`src/rtl/pipe_collect_pkg.sv`:
```
// pipe_collect_pkg: shared result type, pipeline latency and helpers for the result collector
package pipe_collect_pkg;

  typedef struct packed {
    logic y;
    logic x;
  } result_t;

  localparam int PIPE2_LAT = 3;

  // Number of set bits, used to count issues still travelling through pipeline2
  function automatic logic [31:0] ones(input logic [31:0] v);
    ones = '0;
    for (int i = 0; i < 32; i++) ones = ones + 32'(v[i]);
  endfunction

endpackage

```
`src/rtl/pc_fifo.sv`:
```
// pc_fifo: synchronous FIFO with registered storage, wrap-around pointers and occupancy count
module pc_fifo
  import pipe_collect_pkg::*;
#(
  parameter int  DEPTH = 4,
  parameter type T     = result_t
) (
  input  logic                   clk,
  input  logic                   rst_n,
  input  logic                   push,
  input  logic                   pop,
  input  T                       din,
  output T                       dout,
  output logic                   full,
  output logic                   empty,
  output logic [$clog2(DEPTH):0] count
);

  localparam int AW = $clog2(DEPTH);

  T              mem [DEPTH];
  logic [AW-1:0] wr_ptr;
  logic [AW-1:0] rd_ptr;
  logic          wr_en;
  logic          rd_en;

  assign full  = count == (AW+1)'(DEPTH);
  assign empty = count == '0;
  assign rd_en = pop & !empty;
  // A full FIFO still takes a push when the head leaves on the same edge
  assign wr_en = push & (!full | rd_en);
  assign dout  = mem[rd_ptr];

  // Storage and pointer/count update; pointers wrap naturally since DEPTH is a power of two
  always_ff @(posedge clk or negedge rst_n) begin
    if (!rst_n) begin
      for (int i = 0; i < DEPTH; i++) mem[i] <= '0;
      wr_ptr <= '0;
      rd_ptr <= '0;
      count  <= '0;
    end else begin
      if (wr_en) mem[wr_ptr] <= din;
      wr_ptr <= wr_en ? wr_ptr + AW'(1) : wr_ptr;
      rd_ptr <= rd_en ? rd_ptr + AW'(1) : rd_ptr;
      count  <= count + (AW+1)'(wr_en) - (AW+1)'(rd_en);
    end
  end

endmodule

```
`src/rtl/pipe_result_collector.sv`:
```
// pipe_result_collector: tracks pipeline2 issues, captures {y,x} results into a FIFO and grants credit to the issuer
module pipe_result_collector
  import pipe_collect_pkg::*;
#(
  parameter int LAT   = PIPE2_LAT,
  parameter int DEPTH = 4,
  parameter int CNTW  = 8
) (
  input  logic            clk,
  input  logic            rst_n,
  input  logic            in_valid,
  output logic            in_ready,
  input  logic            x_i,
  input  logic            y_i,
  output logic            out_valid,
  input  logic            out_ready,
  output logic [1:0]      out_data,
  output logic            overflow,
  output logic [CNTW-1:0] drop_cnt
);

  logic [LAT-1:0]         vsr;
  logic                   push;
  logic                   pop;
  logic                   full;
  logic                   empty;
  logic                   drop;
  logic [$clog2(DEPTH):0] fifo_count;
  result_t                din;
  result_t                head;

  // The oldest tracked issue has its result on x_i/y_i right now
  assign push      = vsr[LAT-1];
  assign din       = '{y: y_i, x: x_i};
  assign pop       = out_valid & out_ready;
  assign drop      = push & full & !pop;
  assign out_valid = !empty;
  assign out_data  = head;
  // Every tracked issue, including one landing this cycle, reserves a FIFO slot
  assign in_ready  = (32'(fifo_count) + ones(32'(vsr))) < 32'(DEPTH);

  // Valid shift register mirrors pipeline2, which never stalls
  always_ff @(posedge clk or negedge rst_n) begin
    if (!rst_n) vsr <= '0;
    else        vsr <= {vsr[LAT-2:0], in_valid & in_ready};
  end

  // Sticky overflow flag and saturating count of results lost to a full FIFO
  always_ff @(posedge clk or negedge rst_n) begin
    if (!rst_n) begin
      overflow <= 1'b0;
      drop_cnt <= '0;
    end else if (drop) begin
      overflow <= 1'b1;
      drop_cnt <= (drop_cnt == '1) ? drop_cnt : drop_cnt + CNTW'(1);
    end
  end

  pc_fifo #(
    .DEPTH (DEPTH),
    .T     (result_t)
  ) u_fifo (
    .clk   (clk),
    .rst_n (rst_n),
    .push  (push),
    .pop   (pop),
    .din   (din),
    .dout  (head),
    .full  (full),
    .empty (empty),
    .count (fifo_count)
  );

endmodule

```
`config.mk`:
```
export PLATFORM = sky130hd
export DESIGN_NAME = pipe_result_collector
export DESIGN_NICKNAME = d
export VERILOG_FILES = /design/src/rtl/pipe_collect_pkg.sv /design/src/rtl/pc_fifo.sv /design/src/rtl/pipe_result_collector.sv
export SDC_FILE = /design/constraint.sdc
export NUM_CORES = 1
export LEC_CHECK = 0
export CORE_MARGIN = 4
export CORE_UTILIZATION = 55
export CTS_CLUSTER_DIAMETER = 200
export CTS_CLUSTER_SIZE = 24
export DETAILED_ROUTE_END_ITERATION = 12
export GPL_ROUTABILITY_DRIVEN = 1
export HOLD_SLACK_MARGIN = 0.05
export PLACE_DENSITY_LB_ADDON = 0.25
export SKIP_CTS_REPAIR_TIMING = 1
export SLEW_MARGIN = 15
export SYNTH_ARGS = -nofsm -noshare
export SYNTH_HDL_FRONTEND = slang
export SYNTH_SLANG_ARGS = --single-unit
```
`constraint.sdc`:
```
create_clock -name clk -period 3 [get_ports clk]
set_input_delay 0.75 -clock clk [delete_from_list [all_inputs] [get_ports clk]]
set_output_delay 0.75 -clock clk [all_outputs]
set_load 0.1 [all_outputs]
```
Word-level counts from Yosys, hierarchy flattened
Cells that the tools add are included.
{ "totals": {"output_inout_bits": 13, "register_bits": 27} }
{ "classes": {"magnitude_cmp": 4, "n_bitwise": 10, "reduce_logical": 6, "n_eq_ne": 2, "muxes": 6, "add_sub_neg": 8} }
{ "ops": {"columns": ["operator", "n"], "rows": [
  ["$add 8x1->8 const B", 1],
  ["$bwmux 8", 1],
  ["$eq 8x8->1 const B", 1],
  ["$and 1x1->1", 6],
  ["$ge 3x3->1 const B", 2],
  ["$mux 2", 3],
  ["$not 2->3", 2],
  ["$add 2x1->2 const B", 2],
  ["$add 3x3->4", 1],
  ["$bmux 2 s2", 1],
  ["$demux 2 s2", 1],
  ["$lt 4x3->1 const B", 1],
  ["$add 2x1->3", 1],
  ["$add 3x1->3", 1],
  ["$eq 3x3->1 const B", 1],
  ["$logic_not 1->1", 3],
  ["$logic_not 3->1", 1],
  ["$lt 3x1->1 const B", 1],
  ["$sub 3x1->3", 1],
  ["$add 1x1->2", 1],
  ["$reduce_and 2->1", 1],
  ["$logic_and 1x1->1", 1],
  ["$not 1->1", 1],
  ["$or 1x1->1", 1]
]} }

Logic depth before layout (Yosys ltp)
Gate-level depths: netlist (run 1).
{ "depth": {"depth_word": 8, "depth_mapped": 8} }

Modules after synthesis
Synthesis (run 1) repeated with hierarchy kept, for this count alone.
{ "unflattened": {"hier_cells": 112, "area_unflattened_um2": 1392.6} }
{ "by_module_without_submodules": {"columns": ["mod", "cells_per_inst", "area_each_um2", "instances"], "rows": [
  ["pc_fifo", 56, 764.5, 1],
  ["pipe_result_collector", 56, 628.1, 1]
]} }

Worst setup path after synthesis (run 1)
OpenSTA, ideal clock, no wires.
{ "synth_timing": {"kind": "reg2out", "startpoint": "register vsr[0]", "endpoint": "output port in_ready", "required_time_ps": 2250, "slack_ps": -1204, "path_buffers": 0, "stages_incl_launch_ff": 4, "t_arrival_ps": 3454, "path_cell_list": "dfrtp_1 -> fa_1 -> ha_1 -> a311oi_1"} }
{ "synth_between": {"elab_chain_cells": 4} }
{ "synth_lines": {"columns": ["item", "line", "rtl"], "rows": [
  ["from (decl)", "pipe_result_collector.sv:22", "logic [LAT-1:0] vsr;"],
  ["from (signal assigned)", "pipe_result_collector.sv:45", "else vsr <= {vsr[LAT-2:0], in_valid & in_ready};"],
  ["$add 1x1->2", "pipe_collect_pkg.sv:14", "for (int i = 0; i < 32; i++) ones = ones + 32'(v[i]);"],
  ["$add 2x1->3", "pipe_collect_pkg.sv:14", null],
  ["$add 3x3->4", "pipe_result_collector.sv:40", "assign in_ready = (32'(fifo_count) + ones(32'(vsr))) < 32'(DEPTH);"],
  ["$lt 4x3->1", "pipe_result_collector.sv:40", null],
  ["to (decl)", "pipe_result_collector.sv:12", "output logic in_ready,"]
]} }
No other way between the ends.

Worst setup path in the final report (run 1)
{ "layout_timing": {"startpoint": "register u_fifo.count[0]", "endpoint": "output port in_ready"} }
{ "layout_between": {"elab_chain_cells": 2} }
{ "layout_lines": {"columns": ["item", "line", "rtl"], "rows": [
  ["from (decl)", "pc_fifo.sv:16", "output logic [$clog2(DEPTH):0] count"],
  ["from (signal assigned)", "pc_fifo.sv:45", "count <= count + (AW+1)'(wr_en) - (AW+1)'(rd_en);"],
  ["$add 3x3->4", "pipe_result_collector.sv:40", null],
  ["$lt 4x3->1", "pipe_result_collector.sv:40", null]
]} }
No other way between the ends.

==> impl_metrics.env, run 1 <==
export IMPL_status="finished clean"
export IMPL_dp_hpwl_um=1650
export IMPL_wl_met3_um=122
export IMPL_dieArea_mm2=0.00322
export IMPL_hold_class="flip-flop to flip-flop"
export IMPL_max_stage_delay_ns=0.47
export IMPL_port_buffers=18
export IMPL_place_ws_ns=0.143
export IMPL_ant_nets=0
export IMPL_synthDistinctLibCells=31
export IMPL_dr_pass1_iters=4
export IMPL_grt_setup_unrepaired="false"
export IMPL_slew_violations=0
export IMPL_ios=19
export IMPL_die_h_um=56.8
export IMPL_avgRoutedWirePerCell_um=14.4
export IMPL_yosys_area_top_type="dfrtp_1"
export IMPL_layout_setup_ws_ns=0.185
export IMPL_fin_setup_tns_ns=0
export IMPL_ys_flop_type="dfrtp_1"
export IMPL_grt_max_degree=28
export IMPL_wl_met2_um=945
export IMPL_synth_top_area_share_pct=51.6
export IMPL_clk_latency_ns=0.32
export IMPL_cts_sinks=27
export IMPL_h_tree_depth=1
export IMPL_grt_usage_pct=14.8
export IMPL_ys_warn_count=0
export IMPL_ys_top_cells_by_area="dfrtp_1 52%, mux2_1 6.9%, ha_1 6.7%"
export IMPL_max_freq_mhz=355
export IMPL_clkSlewWorstSetupHoldPaths_ns=0.14
export IMPL_crit_family="adder cells"
export IMPL_drc_errors=0
export IMPL_diodes=0
export IMPL_synth_edf_count=0
export IMPL_postSynthNetCount=111
export IMPL_drive_above_1_share_pct=25.4
export IMPL_syn_avg_cell_area_um2=13.6
export IMPL_critPathBufInv=1
export IMPL_hold_viol_final=0
export IMPL_vias=796
export IMPL_wirelength_um=2100
export IMPL_synth_area_mm2=0.00131
export IMPL_path_cells="fa_1, ha_1, a311oi_4, buf_12"
export IMPL_post_route_util_pct=69.1
export IMPL_slowest_stage="dfrtp_1"
export IMPL_critPathKind="flip-flop to output port"
export IMPL_nFillCells=164
export IMPL_rows=17
export IMPL_overflow=0
export IMPL_crit_path_end_kind="output port"
export IMPL_fin_skew_ns=0.0108
export IMPL_fin_nets=134
export IMPL_core_area_mm2=0.00223
export IMPL_drt_iter0_drc=15
export IMPL_grt_pass1_wl_um=3680
export IMPL_synth_seq_cells=27
export IMPL_ys_seq_area_share_pct=51.6
export IMPL_initial_utilization_pct=58.6
export IMPL_cts_tree="built"
export IMPL_routedLengthMet1_um=1020
export IMPL_slew_headroom_pct=72.6
export IMPL_maxCapViolations=0
export IMPL_layout_min_cycle_time_ns=2.82
export IMPL_crit_arrival_ns=2.07
export IMPL_fin_area_mm2=0.00154
export IMPL_dieWidth_um=56.8
export IMPL_synth_top_cells_by_count="27 x dfrtp_1, 8 x mux2_1, 8 x xnor2_1"
export IMPL_dr_max_layer_used="met4"
export IMPL_critical_path_max_fanout=6
export IMPL_root_buffer="clkbuf_4"
export IMPL_tightestPinTransition_ns=0.406
export IMPL_cp_start_kind="flip-flop"
export IMPL_cts_buffers=3
export IMPL_setup_viol=0
export IMPL_fin_crit_sh_pct=93.8
export IMPL_grt_pass1_vias=820
export IMPL_gp_congestion=0.721
export IMPL_cts_buffer_depth=2
export IMPL_synthArstFlopShare_pct=100
export IMPL_via_per_inst=5.45
export IMPL_crit_required_ns=2.25
export IMPL_yosysMostFrequentCell="dfrtp_1"
export IMPL_area_delta_synth_final_pct=18.0
export IMPL_place_area_mm2=0.00152
export IMPL_antenna_found_initial=0
export IMPL_syn_inst=96
[metrics by stage]
stage	hold slack (ns)	instances
global placement	0.397	142
floorplan	0.386	96
finish	0.433	146
CTS	0.441	146
detailed placement	0.409	142
global route	0.455	146
[path summary, 6_finish.rpt]
| check | to | slack, ns | cells after the start | start |
|---|---|---|---|---|
| max | in_ready | 0.18 | 4 | u_fifo.count[0]$_DFF_PN0_ |
| min | vsr[1]$_DFF_PN0_ | 0.43 | 0 | vsr[0]$_DFF_PN0_ |
| max reg2reg | u_fifo.count[2]$_DFF_PN0_ | 0.92 | 7 | u_fifo.count[0]$_DFF_PN0_ |
| min reg2reg | vsr[1]$_DFF_PN0_ | 0.43 | 0 | vsr[0]$_DFF_PN0_ |
| max in group asynchronous | u_fifo.wr_ptr[1]$_DFFE_PN0P_ | 1.97 | 2 | rst_n |
| min in group asynchronous | drop_cnt[2]$_DFFE_PN0P_ | 0.77 | 2 | rst_n |
[sequential cells by signal (all words and copies together) (netlist names)]
register and cells:
u_fifo.wr_ptr 2, u_fifo.count 3, u_fifo.mem 8, drop_cnt 8
overflow 1, u_fifo.rd_ptr 2, vsr 3
[layer usage]
layer / vias up / GRT usage (%)
met3: 2 / 4.14
met2: 17 / 21.9
met4: 0 / 4.97
met5: - / 0
li1: 378 / -
met1: 399 / 20.8
[cell type report]
cell class,count,area [um^2],share of cell area (%)
tap,28,35.0,2.27
clock buffer,4,26.3,1.70
multi-input combinational,64,624,40.4
timing repair buffer,19,168,10.9
sequential,27,676,43.8
inverter,4,15.0,0.972
[cell usage in the layout, fill, tap and decap left out, drive strengths merged, types with 3 or more instances in the layout]
cell type | Yosys | layout
and2 | 3 | 3
and3 | 3 | 3
buf | 1 | 14
clkbuf | 0 | 4
clkdlybuf4s50 | 0 | 5
dfrtp | 27 | 27
ha | 7 | 7
inv | 4 | 4
mux2 | 9 | 9
nand2 | 9 | 9
xnor2 | 8 | 8
xor2 | 3 | 3
[kinds of logic after synthesis]
group	share of synthesized area (%)
adder cells (fa/ha/maj)	9.75
XOR/XNOR	7.36
AND/OR/NAND/NOR	13.9
AO/OA/AOI/OAI	3.44
flip-flops	51.6
multiplexers	12.0
buffers and inverters	2.01
[worst register-to-register path, stage by stage, from the launching register on]
cell,delay (ns)
dfrtp_1,0.47
or4b_4,0.57
and2_4,0.23
ha_1,0.21
inv_1,0.07
fa_1,0.17
xnor2_1,0.14
xnor2_1,0.15
Power of run 1 is not shown: default switching activity piles up to over one toggle a cycle in this logic, so the estimate is an artifact.
==> run 2, diff against run 1 <==
--- a/config.mk
+++ b/config.mk
@@ -5,8 +5,10 @@
 export SDC_FILE = /design/constraint.sdc
 export NUM_CORES = 1
 export LEC_CHECK = 0
+export CELL_PAD_IN_SITES_DETAIL_PLACEMENT = 1
+export CELL_PAD_IN_SITES_GLOBAL_PLACEMENT = 2
 export CORE_MARGIN = 4
-export CORE_UTILIZATION = 55
+export CORE_UTILIZATION = 39
 export CTS_CLUSTER_DIAMETER = 200
 export CTS_CLUSTER_SIZE = 24
 export DETAILED_ROUTE_END_ITERATION = 12
==> run 2 against run 1 <==
Hold slack got worse by 0.0021 ns; sequential cell count did not move; highest routed layer unchanged; global-route usage fell by 1.3 points; utilization fell by 19 points; critical endpoint unchanged; via count rose by 2.5%.
==> impl_metrics.env, run 2 (synthesized netlist as in run 1, its figures left out) <==
export IMPL_h_tree_depth=1
export IMPL_crit_arrival_ns=2.09
export IMPL_dieWidth_um=65.9
export IMPL_dr_pass1_iters=2
export IMPL_root_buffer="clkbuf_4"
export IMPL_cts_tree="built"
export IMPL_grt_usage_pct=13.5
export IMPL_grt_setup_unrepaired="false"
export IMPL_diodes=0
export IMPL_layout_min_cycle_time_ns=2.84
export IMPL_layout_common_cells="27 x dfrtp_1, 14 x buf_4, 8 x xnor2_1, 8 x mux2_1, 7 x ha_1"
export IMPL_die_h_um=65.9
export IMPL_slew_headroom_pct=69.8
export IMPL_dp_hpwl_um=1850
export IMPL_critical_path_max_fanout=6
export IMPL_slowest_stage="dfrtp_1"
export IMPL_crit_required_ns=2.25
export IMPL_final_cells=163
export IMPL_rows=20
export IMPL_layout_commonest_cell="dfrtp_1"
export IMPL_hold_class="flip-flop to flip-flop"
export IMPL_drt_iter0_drc=46
export IMPL_crit_path_end_kind="output port"
export IMPL_critPathBufInv=1
export IMPL_max_freq_mhz=352
export IMPL_hold_viol_final=0
export IMPL_cts_sinks=27
export IMPL_antenna_found_initial=0
export IMPL_setup_viol=0
export IMPL_max_stage_delay_ns=0.49
export IMPL_via_per_inst=5.01
export IMPL_placed_cells=159
export IMPL_drc_errors=0
export IMPL_critPathKind="flip-flop to output port"
export IMPL_crit_family="adder cells"
export IMPL_drive_above_1_share_pct=26.1
export IMPL_fin_skew_ns=0.00117
export IMPL_rrSetupSlack_ns=0.92
export IMPL_area_delta_synth_final_pct=20.1
export IMPL_fin_crit_sh_pct=94.6
export IMPL_clkSlewWorstSetupHoldPaths_ns=0.14
export IMPL_dieArea_mm2=0.00435
export IMPL_fin_nets=135
export IMPL_maxCapViolations=0
export IMPL_largestRegisters="drop_cnt (8), u_fifo.mem (8)"
export IMPL_tightestPinTransition_ns=0.447
export IMPL_slew_violations=0
export IMPL_cts_buffers=3
export IMPL_core_area_mm2=0.00313
export IMPL_wirelength_um=2420
export IMPL_path_cells="fa_1, ha_1, a311oi_4, buf_12"
export IMPL_initial_utilization_pct=41.8
export IMPL_clk_latency_ns=0.32
export IMPL_vias=816
export IMPL_ios=19
export IMPL_cp_start_kind="flip-flop"
export IMPL_grt_max_degree=28
export IMPL_grt_pass1_wl_um=4440
export IMPL_fin_setup_tns_ns=0
export IMPL_port_buffers=18
export IMPL_status="finished clean"
export IMPL_grt_pass1_vias=934
export IMPL_overflow=0
export IMPL_ant_nets=0
export IMPL_avgRoutedWirePerCell_um=14.9
export IMPL_cts_buffer_depth=2
export IMPL_gp_congestion=0.698
[run 2: worst paths after layout]
kind                                           startpoint                   endpoint  cells past startpoint
max in group asynchronous                           rst_n    drop_cnt[0]$_DFFE_PN0P_                      2
min in group asynchronous                           rst_n    drop_cnt[5]$_DFFE_PN0P_                      2
worst min-delay path                     vsr[1]$_DFF_PN0_           vsr[2]$_DFF_PN0_                      0
worst min register to register           vsr[1]$_DFF_PN0_           vsr[2]$_DFF_PN0_                      0
worst max-delay path            u_fifo.count[0]$_DFF_PN0_                   in_ready                      4
worst max register to register  u_fifo.count[0]$_DFF_PN0_  u_fifo.count[2]$_DFF_PN0_                      7
[run 2: per-layer routing]
| layer | share of wire (%) | vias to the layer above | track usage [%] |
|---|---|---|---|
| li1 | - | 379 | - |
| met1 | 46 | 422 | 18.0 |
| met2 | 50 | 11 | 21.4 |
| met3 | 2.8 | 4 | 2.38 |
| met4 | 1.4 | 0 | 6.09 |
| met5 | 0 | - | 0 |
[run 2: stage by stage]
| stage | area [um^2] | hold WS (ns) | utilization (%) | setup slack (ns) |
|---|---|---|---|---|
| floorplan | 1330 | 0.386 | - | 0.150 |
| global placement | 1550 | 0.402 | 49.4 | 0.274 |
| detailed placement | 1550 | 0.404 | 49.4 | 0.242 |
| CTS | 1570 | 0.438 | 50.2 | 0.131 |
| global route | 1570 | 0.464 | 50.2 | 0.0403 |
| finish | 1570 | 0.431 | 50.2 | 0.161 |
[run 2: layout make-up]
cell class | count | area (um^2)
fill | 337 | 1560
inverter | 4 | 15.0
sequential | 27 | 676
multi-input combinational | 64 | 624
timing repair buffer | 20 | 175
clock buffer | 4 | 26.3
tap | 44 | 55.1
Power of run 2 is left out for the same reason.
